### config.mk
export PLATFORM = sky130hd
export DESIGN_NAME = pe_param
export DESIGN_NICKNAME = d
export VERILOG_FILES = /design/src/rtl/pe_param.sv
export SDC_FILE = /design/constraint.sdc
export NUM_CORES = 1
export LEC_CHECK = 0
export BUFFER_PORTS_ARGS = -buffer_cell sky130_fd_sc_hd__buf_2
export CORE_ASPECT_RATIO = 0.9
export CORE_MARGIN = 1
export CORE_UTILIZATION = 55
export CTS_CLUSTER_SIZE = 25
export DETAILED_ROUTE_END_ITERATION = 10
export PLACE_DENSITY_LB_ADDON = 0.05
export SYNTH_ARGS = -nofsm -noshare
export SYNTH_HDL_FRONTEND = slang
export SYNTH_SLANG_ARGS = --single-unit
### constraint.sdc
create_clock -name clk -period 6.81 [get_ports clk]
set_input_delay 1.0215 -clock clk [delete_from_list [all_inputs] [get_ports clk]]
set_output_delay 1.0215 -clock clk [all_outputs]
set_load 0.02 [all_outputs]
### src/rtl/pe_param.sv
// pe_param: multiply-accumulate PE with operand FIFOs, operand forwarding and saturating result.
// Optional round-half-away-from-zero before the output shift: define PE_PARAM_ROUND_EN.
module pe_param #(
  parameter int DW     = 16,
  parameter int AW     = 40,
  parameter int FDEPTH = 4,
  parameter int SHIFT  = 0
) (
  input  logic                 clk,
  input  logic                 rst_n,
  input  logic signed [DW-1:0] a_in,
  input  logic signed [DW-1:0] b_in,
  input  logic                 a_we,
  input  logic                 b_we,
  output logic                 a_ff,
  output logic                 b_ff,
  input  logic                 start,
  input  logic [7:0]           max_cntr,
  output logic                 start_next,
  output logic signed [DW-1:0] a_out,
  output logic signed [DW-1:0] b_out,
  output logic                 a_vld,
  output logic                 b_vld,
  output logic signed [DW-1:0] s_out,
  output logic                 s_vld,
  input  logic                 s_rdy,
  output logic                 sat
);

  localparam int PW = (FDEPTH > 1) ? $clog2(FDEPTH) : 1;
  localparam int CW = PW + 1;
  localparam logic [AW-1:0] ONE    = {{(AW-1){1'b0}}, 1'b1};
  localparam logic [AW-1:0] HALF   = (ONE << SHIFT) >> 1;
  localparam logic [AW-1:0] HALF_M = (SHIFT == 0) ? {AW{1'b0}} : (HALF - ONE);
  localparam logic signed [AW-1:0] MAXV = {{(AW-DW+1){1'b0}}, {(DW-1){1'b1}}};
  localparam logic signed [AW-1:0] MINV = {{(AW-DW+1){1'b1}}, {(DW-1){1'b0}}};

  logic signed [DW-1:0]   r_mem [2][FDEPTH];
  logic [PW-1:0]          r_wp [2];
  logic [PW-1:0]          r_rp [2];
  logic [CW-1:0]          r_cnt [2];
  logic [1:0]             r_ff;
  logic [CW-1:0]          w_cnt_nxt [2];
  logic [1:0]             w_wr;
  logic [1:0]             w_ne;
  logic                   w_en;
  logic                   w_pop;

  logic signed [DW-1:0]   r_a_out, r_b_out, r_s_out;
  logic                   r_fwd_vld, r_v1, r_v2, r_v3, r_s_vld, r_sat, r_start_next;
  logic signed [2*DW-1:0] r_prod;
  logic signed [AW-1:0]   r_acc, r_res;
  logic [7:0]             r_pcnt;

  logic signed [AW-1:0]   w_prod_ext, w_sum, w_bias, w_rnd, w_sh;
  logic signed [DW-1:0]   w_clip;
  logic                   w_last, w_clipped;

  // Pipeline enable, pop decision and FIFO occupancy bookkeeping.
  always_comb begin
    w_en  = ~(r_s_vld & ~s_rdy);
    w_ne  = 2'b00;
    for (int k = 0; k < 2; k++) begin
      w_ne[k] = (r_cnt[k] != {CW{1'b0}});
    end
    w_pop   = w_ne[0] & w_ne[1] & w_en & ~start;
    w_wr[0] = a_we & (~r_ff[0] | w_pop);
    w_wr[1] = b_we & (~r_ff[1] | w_pop);
    for (int k = 0; k < 2; k++) begin
      w_cnt_nxt[k] = r_cnt[k] + {{(CW-1){1'b0}}, w_wr[k]} - {{(CW-1){1'b0}}, w_pop};
    end
  end

  // FIFO storage; contents need no reset because occupancy gates every read.
  always_ff @(posedge clk) begin
    if (w_wr[0]) r_mem[0][r_wp[0]] <= a_in;
    if (w_wr[1]) r_mem[1][r_wp[1]] <= b_in;
  end

  // FIFO pointers, occupancy and full flags.
  always_ff @(posedge clk or negedge rst_n) begin
    if (!rst_n) begin
      for (int k = 0; k < 2; k++) begin
        r_wp[k]  <= {PW{1'b0}};
        r_rp[k]  <= {PW{1'b0}};
        r_cnt[k] <= {CW{1'b0}};
      end
      r_ff <= 2'b00;
    end else begin
      for (int k = 0; k < 2; k++) begin
        if (w_wr[k]) r_wp[k] <= r_wp[k] + {{(PW-1){1'b0}}, 1'b1};
        if (w_pop)   r_rp[k] <= r_rp[k] + {{(PW-1){1'b0}}, 1'b1};
        r_cnt[k] <= w_cnt_nxt[k];
        r_ff[k]  <= (w_cnt_nxt[k] == CW'(FDEPTH));
      end
    end
  end

  // Accumulate, pick the output rounding bias, shift and clip.
  always_comb begin
    w_prod_ext = {{(AW-2*DW){r_prod[2*DW-1]}}, r_prod};
    w_sum      = r_acc + w_prod_ext;
    w_last     = (r_pcnt == max_cntr);
`ifdef PE_PARAM_ROUND_EN
    w_bias = r_res[AW-1] ? $signed(HALF_M) : $signed(HALF);
`else
    w_bias = {AW{1'b0}};
`endif
    w_rnd = r_res + w_bias;
    w_sh  = w_rnd >>> SHIFT;
    if (w_sh > MAXV) begin
      w_clip    = {1'b0, {(DW-1){1'b1}}};
      w_clipped = 1'b1;
    end else if (w_sh < MINV) begin
      w_clip    = {1'b1, {(DW-1){1'b0}}};
      w_clipped = 1'b1;
    end else begin
      w_clip    = w_sh[DW-1:0];
      w_clipped = 1'b0;
    end
  end

  // Datapath: forward stage, product stage, accumulate stage, result stage.
  always_ff @(posedge clk or negedge rst_n) begin
    if (!rst_n) begin
      r_a_out <= {DW{1'b0}};
      r_b_out <= {DW{1'b0}};
      r_fwd_vld <= 1'b0;
      r_v1 <= 1'b0;
      r_v2 <= 1'b0;
      r_v3 <= 1'b0;
      r_prod <= {(2*DW){1'b0}};
      r_acc <= {AW{1'b0}};
      r_res <= {AW{1'b0}};
      r_pcnt <= 8'd0;
      r_s_out <= {DW{1'b0}};
      r_s_vld <= 1'b0;
      r_sat <= 1'b0;
      r_start_next <= 1'b0;
    end else begin
      r_start_next <= start;
      r_fwd_vld    <= w_pop;
      if (w_pop) begin
        r_a_out <= r_mem[0][r_rp[0]];
        r_b_out <= r_mem[1][r_rp[1]];
      end
      if (start) begin
        // A pending result survives start; a completing one is discarded.
        r_v1    <= 1'b0;
        r_v2    <= 1'b0;
        r_v3    <= 1'b0;
        r_acc   <= {AW{1'b0}};
        r_pcnt  <= 8'd0;
        r_sat   <= 1'b0;
        r_s_vld <= r_s_vld & ~s_rdy;
      end else if (w_en) begin
        r_v1   <= w_pop;
        r_v2   <= r_v1;
        r_prod <= r_a_out * r_b_out;
        r_v3   <= r_v2 & w_last;
        if (r_v2) begin
          if (w_last) begin
            r_res  <= w_sum;
            r_acc  <= {AW{1'b0}};
            r_pcnt <= 8'd0;
          end else begin
            r_acc  <= w_sum;
            r_pcnt <= r_pcnt + 8'd1;
          end
        end
        r_s_vld <= r_v3;
        if (r_v3) begin
          r_s_out <= w_clip;
          if (w_clipped) r_sat <= 1'b1;
        end
      end
    end
  end

  assign a_ff       = r_ff[0];
  assign b_ff       = r_ff[1];
  assign a_out      = r_a_out;
  assign b_out      = r_b_out;
  assign a_vld      = r_fwd_vld;
  assign b_vld      = r_fwd_vld;
  assign s_out      = r_s_out;
  assign s_vld      = r_s_vld;
  assign sat        = r_sat;
  assign start_next = r_start_next;

endmodule

==> metrics list, run 1 <==
- Worst Skew: 0.01965 ns
* Worst hold-check path type: in2async
* Area leader, netlist: fa_1
- Count of cell types in the netlist: 76
- Worst setup path class: reg2reg
* Largest fanout of any net on the critical path: 11
- 101 I/O pins were placed.
- In the final layout, the share of cells above drive strength 1 is 12.43%.
* Top cells by area in the synthesized netlist: fa_1 22%, dfrtp_1 20%, edfxtp_1 16%
* DRT iter0 DRCs: 1034
- Highest achievable clock rate: 0.1526 GHz
- Max Slew Vio Count: 0
- The first detailed-routing pass ran for 6 iterations.
- The endpoint identified for the worst register-to-register timing path is r_prod[28].
- Number of CTS-inserted buffers: 36
- Of the available clock period, the critical path in the final layout requires 96.23%.
- Across the run, the number of max-cap violations was 0.
- Detailed-route DRC error count: 0
* Signed area change from the synthesized netlist to the final layout: 9.699%
- Antenna viol nets, final: 0
* Mapped cell area: 24430 um^2
- Synthesized instance count: 2278
* Clock Latency Late Sink: 0.56 ns
* Largest net degree at the start of global routing: 162
- At the end of routability-driven placement, the weighted congestion stood at 0.8703.
- The via count of the first global-routing pass is 17297.
- During placement, the flow inserted port buffers numbering 100.
- Fill cells in the final layout number 3610.
* Avg Synthesized Cell Area: 10.73 um^2
- The setup check on the worst reg-to-reg path leaves a slack of 0.26 ns.
- Counting instances in the post-synthesis netlist gives the leading cell types as 358 x inv_1, 317 x nand2_1, 265 x fa_1, 191 x dfrtp_1, 137 x and2_1.
- In this run the worst setup path begins at b_out[6].
- For this block, the via count after detailed routing is 16373.
- STA puts the critical path data arrival time at 6.97 ns.
- The net count of the finished layout is 2800.
* FF-to-FF path depth: 21
* YS warnings: 0
- In this run the number of H-tree levels came out at 2.
- Counting along the longest clock path gives a buffer depth of 3.
- CTS tree: done
* Overall track demand over capacity in global routing: 25.99%
* Top_reg_cell synth: dfrtp_1
- Endpoints failing hold: 0
- CTS saw 319 sinks.
- Std-Cell Rows: 72
- Met1 demand-to-capacity share in global routing: 37.90%
- CTS Hold Bufs: 0
* Post-synth EDFFs: 128
* Per-cell via count in the routed design: 5.507
* Die area: 45270 um^2
* Post-synth top area share: 21.71%
- Hold_ws: 0.3685 ns
- At the pin with the least slew margin, the transition time is 1.204 ns.
- For the finished layout, the period the worst path requires is 6.553 ns.
- By instance count, the leading cell after synthesis is inv_1.
- The run finished with clean final reports.
- After clock tree synthesis, the clock-pin slew on the worst setup and hold paths is 0.06 ns.
* Die Span Y: 202.0 um
- Slew margin rel.: 19.76%
- Counting flops and latches in the post-synthesis netlist gives 319.
- Core region area: 43420 um^2
- Number of diodes added for antenna fixing: 0
- Effective utilization at floorplan: 56.27%
- CTS placed an instance of clkbuf_16 at the clock tree root.
- Sequential cells were found to cover 35.29% of the synthesized design area.
- Critical path launch point type: flip-flop
- Met2 track demand over resource: 40.35%
- Half-perimeter wire length of the detailed placement result: 41430 um
* Endpoint type of the worst setup path: flip-flop
* Grt met3 use: 4.710%
- Counting every net in the synthesized netlist gives 2723.
* Final Routed Wirelength: 54420 um
* Crit Reg-Reg Startpoint: b_out[6]
- In the final routed layout, each cell accounts on average for 18.31 um.
- Wire length of the first global-routing pass: 91830 um
- Busiest grt layer: met2
- After global routing the overflow that remains totals 0.
- Count of final setup violators: 0
- The die is 224.2 um wide.
- After synthesis, the share of flip-flops with an asynchronous set or reset is 59.87%.
* Number of antenna violations at the first check in global routing: 0
- At the worst endpoint, the required time is 7.23 ns.
worst max path at each step:
stage,endpoint,slack [ns],cells after the start
2_1_floorplan,r_prod[31],0.43,21
3_3_place_gp,r_prod[28],0.24,21
3_5_place_dp,r_prod[28],0.12,19
4_1_cts,r_prod[28],0.1,19
5_1_grt,r_prod[28],-0.003,19
6_report,r_prod[28],0.26,21
repair_timing:
| action | 4_1_cts | 5_1_grt |
|---|---|---|
| gates resized for setup | 0 | 14 |
| buffers inserted | 0 | 0 |
| hold endpoints to repair | 0 | 0 |
| setup endpoints to repair | 0 | 5 |
kinds of logic (layout without fill, tap and decap cells):
| group | Yosys count | count (layout) | share of synthesized area (%) |
|---|---|---|---|
| mux | 77 | 77 | 5.018 |
| buf+inv | 452 | 555 | 7.041 |
| flops | 319 | 319 | 35.29 |
| compound gates | 327 | 327 | 8.844 |
| simple gates | 619 | 619 | 12.18 |
| xor+xnor | 85 | 85 | 3.047 |
| fa+ha+maj | 399 | 399 | 28.57 |
final cells by class:
class                           instances  area (um^2)  area share [%]
Clock buffer                           46        998.5           3.725
Clock inverter                         18        198.9          0.7422
Inverter                              359         1348           5.028
Multi-Input combinational cell       1507        14120           52.67
Sequential cell                       319         8640           32.23
Tap cell                              592        740.7           2.764
Timing Repair Buffer                  132        762.0           2.843
placed cells by master, fill, tap and decap left out, types with 39 or more instances in the layout:
master    netlist  final
inv_1         358    358
nand2_1       317    317
fa_1          265    265
dfrtp_1       191    178
and2_1        137    137
ha_1          134    134
edfxtp_1      128    128
buf_2           4     99
a21oi_1        82     81
o21ai_0        80     80
xnor2_1        62     62
nor2_1         44     44
a22o_1         39     39
flip-flops by register name, indices dropped and copies added, names as in the netlist, 2 cells and up:
| signal | cells |
|---|---|
| s_out | 16 |
| r_ff | 2 |
| r_res | 40 |
| r_pcnt | 8 |
| r_wp | 4 |
| a_out | 16 |
| r_cnt | 6 |
| r_rp | 4 |
| r_prod | 32 |
| r_mem | 128 |
| r_acc | 40 |
| b_out | 16 |
routing by layer:
layer,share of wire [%],wire length (um)
met2,46,24800
met1,47,25680
met5,0,0
met4,2.1,1151
met3,5.1,2792
through the flow:
stage	TNS (ns)	cell area (um^2)	setup WS (ns)	std cells	utilization [%]
4_1_cts	0	26780	0.09823	2973	61.66
3_5_place_dp	0	25580	0.1167	2909	58.91
5_1_grt	-0.002632	26800	-0.002632	2973	61.73
2_1_floorplan	0	24430	0.4340	2278	-
6_report	0	26800	0.2568	2973	61.73
3_3_place_gp	0	25580	0.2380	2909	58.91
worst max-delay path, cell delays in order, from the launching register on:
cell and delay [ns]:
dfrtp_1 0.54, and2_1 0.26, fa_1 0.53, inv_1 0.05
fa_1 0.56, fa_1 0.44, fa_1 0.49, inv_1 0.06
fa_1 0.55, inv_1 0.07, fa_1 0.53, inv_1 0.04
ha_1 0.35, a21o_1 0.18, a21oi_1 0.13, nor2_1 0.05
a211o_1 0.36, a311oi_4 0.40, o21ai_1 0.20, a211oi_1 0.35
xor2_1 0.18, o21ai_1 0.07
Power of run 1 is not shown: default switching activity piles up to over one toggle a cycle in this logic, so the estimate is an artifact.
==> run 2, diff against run 1 <==
CORE_ASPECT_RATIO = default   (was 0.9)
==> run 2 against run 1 <==
Sequential share of layout area down 0.086 points. Via count down 3.1%. Final cell count about the same. Clock skew up 0.0066 ns. Maximum frequency up 0.10%. Hold slack better by 0.094 ns. Non-clock buffer count up 9. Die area about the same. Register-to-register slack about the same.
==> metrics list, run 2 (synthesis results as in run 1) <==
- The length in cells of the worst reg-to-reg path is 20 (was 21).
- Max Slew Vio Count: 0 (unchanged)
* Clock Latency Late Sink: 0.55 ns (was 0.56 ns)
* Number of antenna violations at the first check in global routing: 0 (unchanged)
* Crit Reg-Reg Startpoint: b_out[3] (was b_out[6])
- The horizontal extent of the die is 212.8 um (was 224.2 um).
* Signed area change from the synthesized netlist to the final layout: 9.847% (was 9.699%)
- Total via count in the routed design: 15859 (was 16373)
* Number of CTS-inserted buffers: 35 (was 36)
- Most frequent standard cell in the layout excluding fill and tap cells: inv_1 (unchanged)
- Die area: 45270 um^2 (about the same)
- The minimum setup slack among reg-to-reg paths came to 0.26 ns (about the same).
- Overall track demand over capacity in global routing: 24.12% (was 25.99%)
* Vias in the first global route: 16452 (was 17297)
* DRT iter0 DRCs: 747 (was 1034)
- The routed wire length was 51800 um (was 54420 um).
- The slew at the pin closest to its max-slew limit is 1.095 ns (was 1.204 ns).
* Critical path data required time: 7.21 ns (was 7.23 ns)
* Port Buf Inserts: 100 (unchanged)
- Family of cells with the greatest summed delay on the critical path: adder cells (unchanged)
- The capturing point of the worst reg2reg path was r_prod[28] (unchanged).
- Endpoints failing hold: 0 (unchanged)
- Worst setup path class: reg2reg (unchanged)
* CTS tree: done (unchanged)
- Critical path launch point type: flip-flop (unchanged)
* Max Cap Violations: 0 (unchanged)
* Crit-path max cell delay: 0.77 ns (was 0.56 ns)
* Min cycle time layout: 6.546 ns (was 6.553 ns)
- Arrival time at the worst endpoint: 6.95 ns (was 6.97 ns)
- Max clock buf depth: 3 (unchanged)
- The effective utilization at floorplan came to 56.22% (was 56.27%).
- The kind of capture point of the worst setup path was a flip-flop (unchanged).
- Commonest cells after routing, fill and taps aside: 358 x inv_1, 317 x nand2_1, 265 x fa_1, 187 x dfrtp_1, 137 x and2_1 (was 358 x inv_1, 317 x nand2_1, 265 x fa_1, 178 x dfrtp_1, 137 x and2_1)
* Slew margin rel.: 27.01% (was 19.76%)
* Worst Skew: 0.02629 ns (was 0.01965 ns)
- CTS Hold Bufs: 0 (unchanged)
- Post-route design area: 26840 um^2 (was 26800 um^2)
* Count of final setup violators: 0 (unchanged)
- Series of cell instances along the critical path: and2_1, fa_1, fa_1, inv_1, fa_1, inv_1, fa_1, fa_1, inv_1, fa_1, inv_1, ha_1, and3_1, and3_1, and3_1, a311oi_2, o21ai_1, a211oi_1, xor2_1, o21ai_1 (was and2_1, fa_1, inv_1, fa_1, fa_1, fa_1, inv_1, fa_1, inv_1, fa_1, inv_1, ha_1, a21o_1, a21oi_1, nor2_1, a211o_1, a311oi_4, o21ai_1, a211oi_1, xor2_1, o21ai_1).
- TritonCTS Sinks: 319 (unchanged)
* Run status: complete, no violations (unchanged)
* Overall overflow remaining after global route: 0 (unchanged)
- The count of unresolved DRC violations after routing came to 0 (unchanged).
* Worst hold-check path type: in2async (unchanged)
- The depth of the CTS H-tree was 2 (unchanged).
- The worst-path maximum fanout was 18 (was 11).
- Slowest-stage cell, CP: dfrtp_1 (was fa_1)
- The number of top-level pins was 101 (unchanged).
- Number of flip-flops under the largest register name: 128 (unchanged)
- Clk pin slew, worst setup/hold paths: 0.06 ns (about the same)
- Largest net degree at the start of global routing: 74 (was 162)
* Number of diodes added for antenna fixing: 0 (unchanged)
- CP bufs+invs: 4 (unchanged)
* Highest achievable clock rate: 0.1528 GHz (was 0.1526 GHz)
* Drt first pass iters: 4 (was 6)
- Final instance count without filler cells: 2974 (was 2973)
- The sum of negative setup slack came to 0 ns (unchanged).
* Placed cell count: 2911 (was 2909)
- The per-cell via count in the routed design was 5.333 (was 5.507).
- Final worst-path cycle share: 96.13% (was 96.23%)
- Die Span Y: 212.8 um (was 202.0 um)
* Core region area: 43460 um^2 (was 43420 um^2)
- The fraction of final layout cells sized beyond drive strength 1 was 12.35% (was 12.43%).
- Setup repair after global routing left no endpoint under its margin.
- Cell seen most often among critical-path stages: fa_1 (unchanged)
* DP Area: 25620 um^2 (was 25580 um^2)
- The wire length per cell after detailed routing came to 17.42 um (was 18.31 um).
- The global-route wire length before repair came to 85930 um (was 91830 um).
- Half-perimeter wire length of the detailed placement result: 40160 um (was 41430 um)
* Std-Cell Rows: 76 (was 72)
- Antenna viol nets, final: 0 (unchanged)
* Final Net Count: 2808 (was 2800)
* Root Buffer Master: clkbuf_16 (unchanged)
- The final weighted congestion in routability-driven placement was 0.8953 (was 0.8703).
==> run 2: per-stage QoR <==
stage          util (%)  setup WS [ns]  hold slack (ns)
2_1_floorplan         -         0.4340           0.4453
3_3_place_gp      58.97         0.3145           0.4569
3_5_place_dp      58.97         0.2382           0.4665
4_1_cts           61.75         0.2327           0.4789
5_1_grt           61.76       0.003591           0.5007
6_report          61.76         0.2635           0.4624
==> run 2: worst max-delay path by stage <==
stage | start | to | cells past startpoint
final | b_out[3] | r_prod[28] | 20
after global routing | b_out[3] | r_prod[28] | 20
after CTS | b_out[3] | r_prod[28] | 20
after detailed placement | b_out[3] | r_prod[28] | 20
after global placement | b_out[3] | r_prod[28] | 20
after floorplan | a_out[15] | r_prod[31] | 21
==> run 2: what timing repair did <==
| item | in CTS | in global routing |
|---|---|---|
| gates resized for setup | 0 | 4 |
| setup buffers | 0 | 0 |
| setup endpoints to repair | 0 | 2 |
==> run 2: layer usage <==
metal / part of all wire (%) / global-route usage, % / up-vias
met1: 47 / 33.09 / 7950
met3: 3.6 / 3.501 / 58
met2: 48 / 40.68 / 232
met5: 0 / 0 / -
met4: 1.5 / 5.557 / 0
li1: - / - / 7619
==> run 2: final cells by class <==
type	instances	area [um^2]
Fill cell	3576	16620
Multi-Input combinational cell	1507	14100
Sequential cell	319	8628
Inverter	359	1348
Clock buffer	45	964.7
Timing Repair Buffer	141	817.0
Tap cell	585	732.0
Clock inverter	18	245.2
Power of run 2 is left out for the same reason.
==> run 3, diff against run 2 <==
BUFFER_PORTS_ARGS = default   (was -buffer_cell sky130_fd_sc_hd__buf_2)
DONT_BUFFER_PORTS = 1   (was default)
==> run 3 against run 2 <==
Hold slack worse by 0.27 ns. Maximum frequency rose by 1.1%. Sequential cell count did not move. Critical path depth up 1. Clock-buffer cell count decreased by 4. Via count is 2.3% lower. Worst setup slack improved by 0.074 ns. Die area did not move. Utilization is 1.0 points lower. Critical path type unchanged. Largest cell class unchanged. Highest routed layer unchanged.
==> metrics list, run 3 (synthesis results as in run 1) <==
- The effective utilization at floorplan is 56.22% (unchanged).
- Max clock buf depth: 3 (unchanged)
- The number of maximum-capacitance violations came to 0 (unchanged).
- The number of filler instances in the final layout was 3615 (was 3576).
- The overall global routing resource usage came to 24.31% (was 24.12%).
- Run status: complete, no violations (unchanged).
- End of the worst register-to-register path: r_prod[31] (was r_prod[28])
* Most frequent standard cell in the layout excluding fill and tap cells: inv_1 (unchanged)
* Arrival time at the worst endpoint: 6.89 ns (was 6.95 ns)
* Largest fanout of any net on the critical path: 17 (was 18)
* Met1 demand-to-capacity share in global routing: 32.81% (was 33.09%)
- Signed area change from the synthesized netlist to the final layout: 8.029% (was 9.847%)
- The worst min-delay path class is in2async (unchanged).
* Final instance count without filler cells: 2885 (was 2974)
- The clock sink count came to 319 (unchanged).
* Min cycle time layout: 6.473 ns (was 6.546 ns)
- The final clock skew came to 0.02808 ns (was 0.02629 ns).
- The final weighted congestion in routability-driven placement was 0.9308 (was 0.8953).
- Drt first pass iters: 5 (was 4)
- The pre-CTS worst setup slack was 0.2057 ns (was 0.2382 ns).
- Overall die width: 212.8 um (unchanged)
* Clk pin slew, worst setup/hold paths: 0.06 ns (about the same)
- The post-route antenna net violation count was 0 (unchanged).
- The slew at the pin closest to its max-slew limit was 1.072 ns (was 1.095 ns).
- Total via count in the routed design: 15496 (was 15859)
* Number of CTS-inserted buffers: 36 (was 35)
- Grt met3 use: 4.530% (was 3.501%)
- Detailed-route DRC error count: 0 (unchanged)
* Clock Latency Late Sink: 0.54 ns (was 0.55 ns)
- Min setup slack post-route: 0.3371 ns (was 0.2635 ns)
- Count of final setup violators: 0 (unchanged)
* Overall overflow remaining after global route: 0 (unchanged)
- Number of antenna violations at the first check in global routing: 0 (unchanged)
- The sum of negative setup slack came to 0 ns (unchanged).
- The minimum setup slack among reg-to-reg paths came to 0.34 ns (was 0.26 ns).
- Number of diodes added for antenna fixing: 0 (unchanged)
- Die Span Y: 212.8 um (unchanged)
- The maximum clock rate was 0.1545 GHz (was 0.1528 GHz).
- The data required time of the worst path was 7.23 ns (was 7.21 ns).
- The number of flip-flops in the largest register is 128 (unchanged).
- The number of nets in the finished design was 2723 (was 2808).
- Unrepaired setup endpoints after global routing: false (unchanged)
- The global-route track usage on met2 was 40.51% (was 40.68%).
- The global-route wire length before repair is 86550 um (was 85930 um).
- The busiest layer in global routing is met2 (unchanged).
- CTS tree: done (unchanged)
- The iteration-0 DRC count of the detailed router is 784 (was 747).
- Endpoint type of the worst setup path: flip-flop (unchanged)
* Critical path launch point type: flip-flop (unchanged)
- Hold_ws: 0.1911 ns (was 0.4624 ns)
- The number of pins exceeding their max-slew limit in the final report is 0 (unchanged).
* Average wire per cell in the routed design: 17.59 um (was 17.42 um)
- The routed wire length is 50750 um (was 51800 um).
- Worst setup path class: reg2reg (unchanged)
* Fraction of final layout cells sized beyond drive strength 1: 9.261% (was 12.35%)
* Number of top-level pins: 101 (unchanged)
- The launching point of the worst reg2reg path is a_out[7] (was b_out[3]).
- Largest net degree at the start of global routing: 192 (was 74)
- The share of the clock period used by the worst path was 95.05% (was 96.13%).
- Std-Cell Rows: 76 (unchanged)
- Port Buf Inserts: 0 (was 100)
- Per-cell via count in the routed design: 5.371 (was 5.333)
- Core region area: 43460 um^2 (unchanged)
- The placed wire-length estimate is 39490 um (was 40160 um).
- Commonest cells after routing, fill and taps aside: 358 x inv_1, 317 x nand2_1, 264 x fa_1, 183 x dfrtp_1, 137 x and2_1 (was 358 x inv_1, 317 x nand2_1, 265 x fa_1, 187 x dfrtp_1, 137 x and2_1)
- The relative slew slack came to 28.54% (was 27.01%).
* H-tree levels: 2 (unchanged)
* Root Buffer Master: clkbuf_16 (unchanged)
- The number of endpoints with negative hold slack in the final report came to 0 (unchanged).
- Vias in the first global route: 16704 (was 16452)
- Placed cell count: 2825 (was 2911)
- FF-to-FF path depth: 21 (was 20)
* Die area: 45270 um^2 (unchanged)
[run 3: cell count changes in the layout (fill, tap and decap cells not counted), moves of 2 or more]
cell,before,now
clkinvlp_4,1,3
buf_2,99,0
clkbuf_1,6,4
clkbuf_8,4,0
dfrtp_2,4,8
clkinv_2,6,9
buf_4,41,54
dfrtp_1,187,183
[run 3: critical path, stage by stage, from the launching register on]
cell and delay (ns):
dfrtp_1 0.76, nand2_1 0.17, fa_1 0.57, inv_1 0.06, fa_1 0.50, fa_1 0.46
fa_1 0.50, fa_1 0.54, inv_1 0.05, fa_1 0.53, inv_1 0.04, ha_1 0.36
a21o_1 0.21, a21o_1 0.18, a21oi_1 0.19, o21ai_0 0.11, buf_4 0.14, a21o_1 0.17
a211oi_2 0.37, o2111ai_1 0.21, mux2i_1 0.17, nand2_1 0.06
[run 3: per-layer routing]
metal | wire [um] | vias to the layer above | part of all wire, %
met4 | 1070 | 0 | 2.1
li1 | - | 7445 | -
met5 | 0 | - | 0
met3 | 2542 | 67 | 5.0
met2 | 24010 | 271 | 47
met1 | 23130 | 7713 | 46
[run 3: worst max-delay path by stage]
stage                          from    endpoint  slack, ns  cells past startpoint
final                      a_out[7]  r_prod[31]       0.34                     21
after global routing       a_out[7]  r_prod[28]      0.006                     21
after CTS                  a_out[9]  r_prod[28]       0.23                     19
after detailed placement   a_out[9]  r_prod[28]       0.21                     19
after global placement    a_out[13]  r_prod[28]       0.30                     19
after floorplan           a_out[15]  r_prod[31]       0.43                     21
[run 3: layout make-up]
class | count | area (um^2) | area share, %
clock buffer | 41 | 940.9 | 3.565
clock inverter | 19 | 209.0 | 0.7916
inverter | 359 | 1348 | 5.105
multi-input combinational | 1507 | 14110 | 53.45
sequential | 319 | 8633 | 32.71
tap | 585 | 732.0 | 2.773
timing repair buffer | 55 | 425.4 | 1.612
[run 3: through the flow]
step           util [%]  area, um^2
2_1_floorplan         -       24430
3_3_place_gp      58.06       25230
3_5_place_dp      58.06       25230
4_1_cts           60.71       26380
5_1_grt           60.74       26400
6_report          60.74       26400
[run 3: what timing repair did]
| action | 4_1_cts | 5_1_grt |
|---|---|---|
| buffers inserted | 0 | 0 |
| resized for setup | 0 | 9 |
| setup endpoints to repair | 0 | 5 |
| hold buffers | 0 | 0 |
Power of run 3 is left out for the same reason.
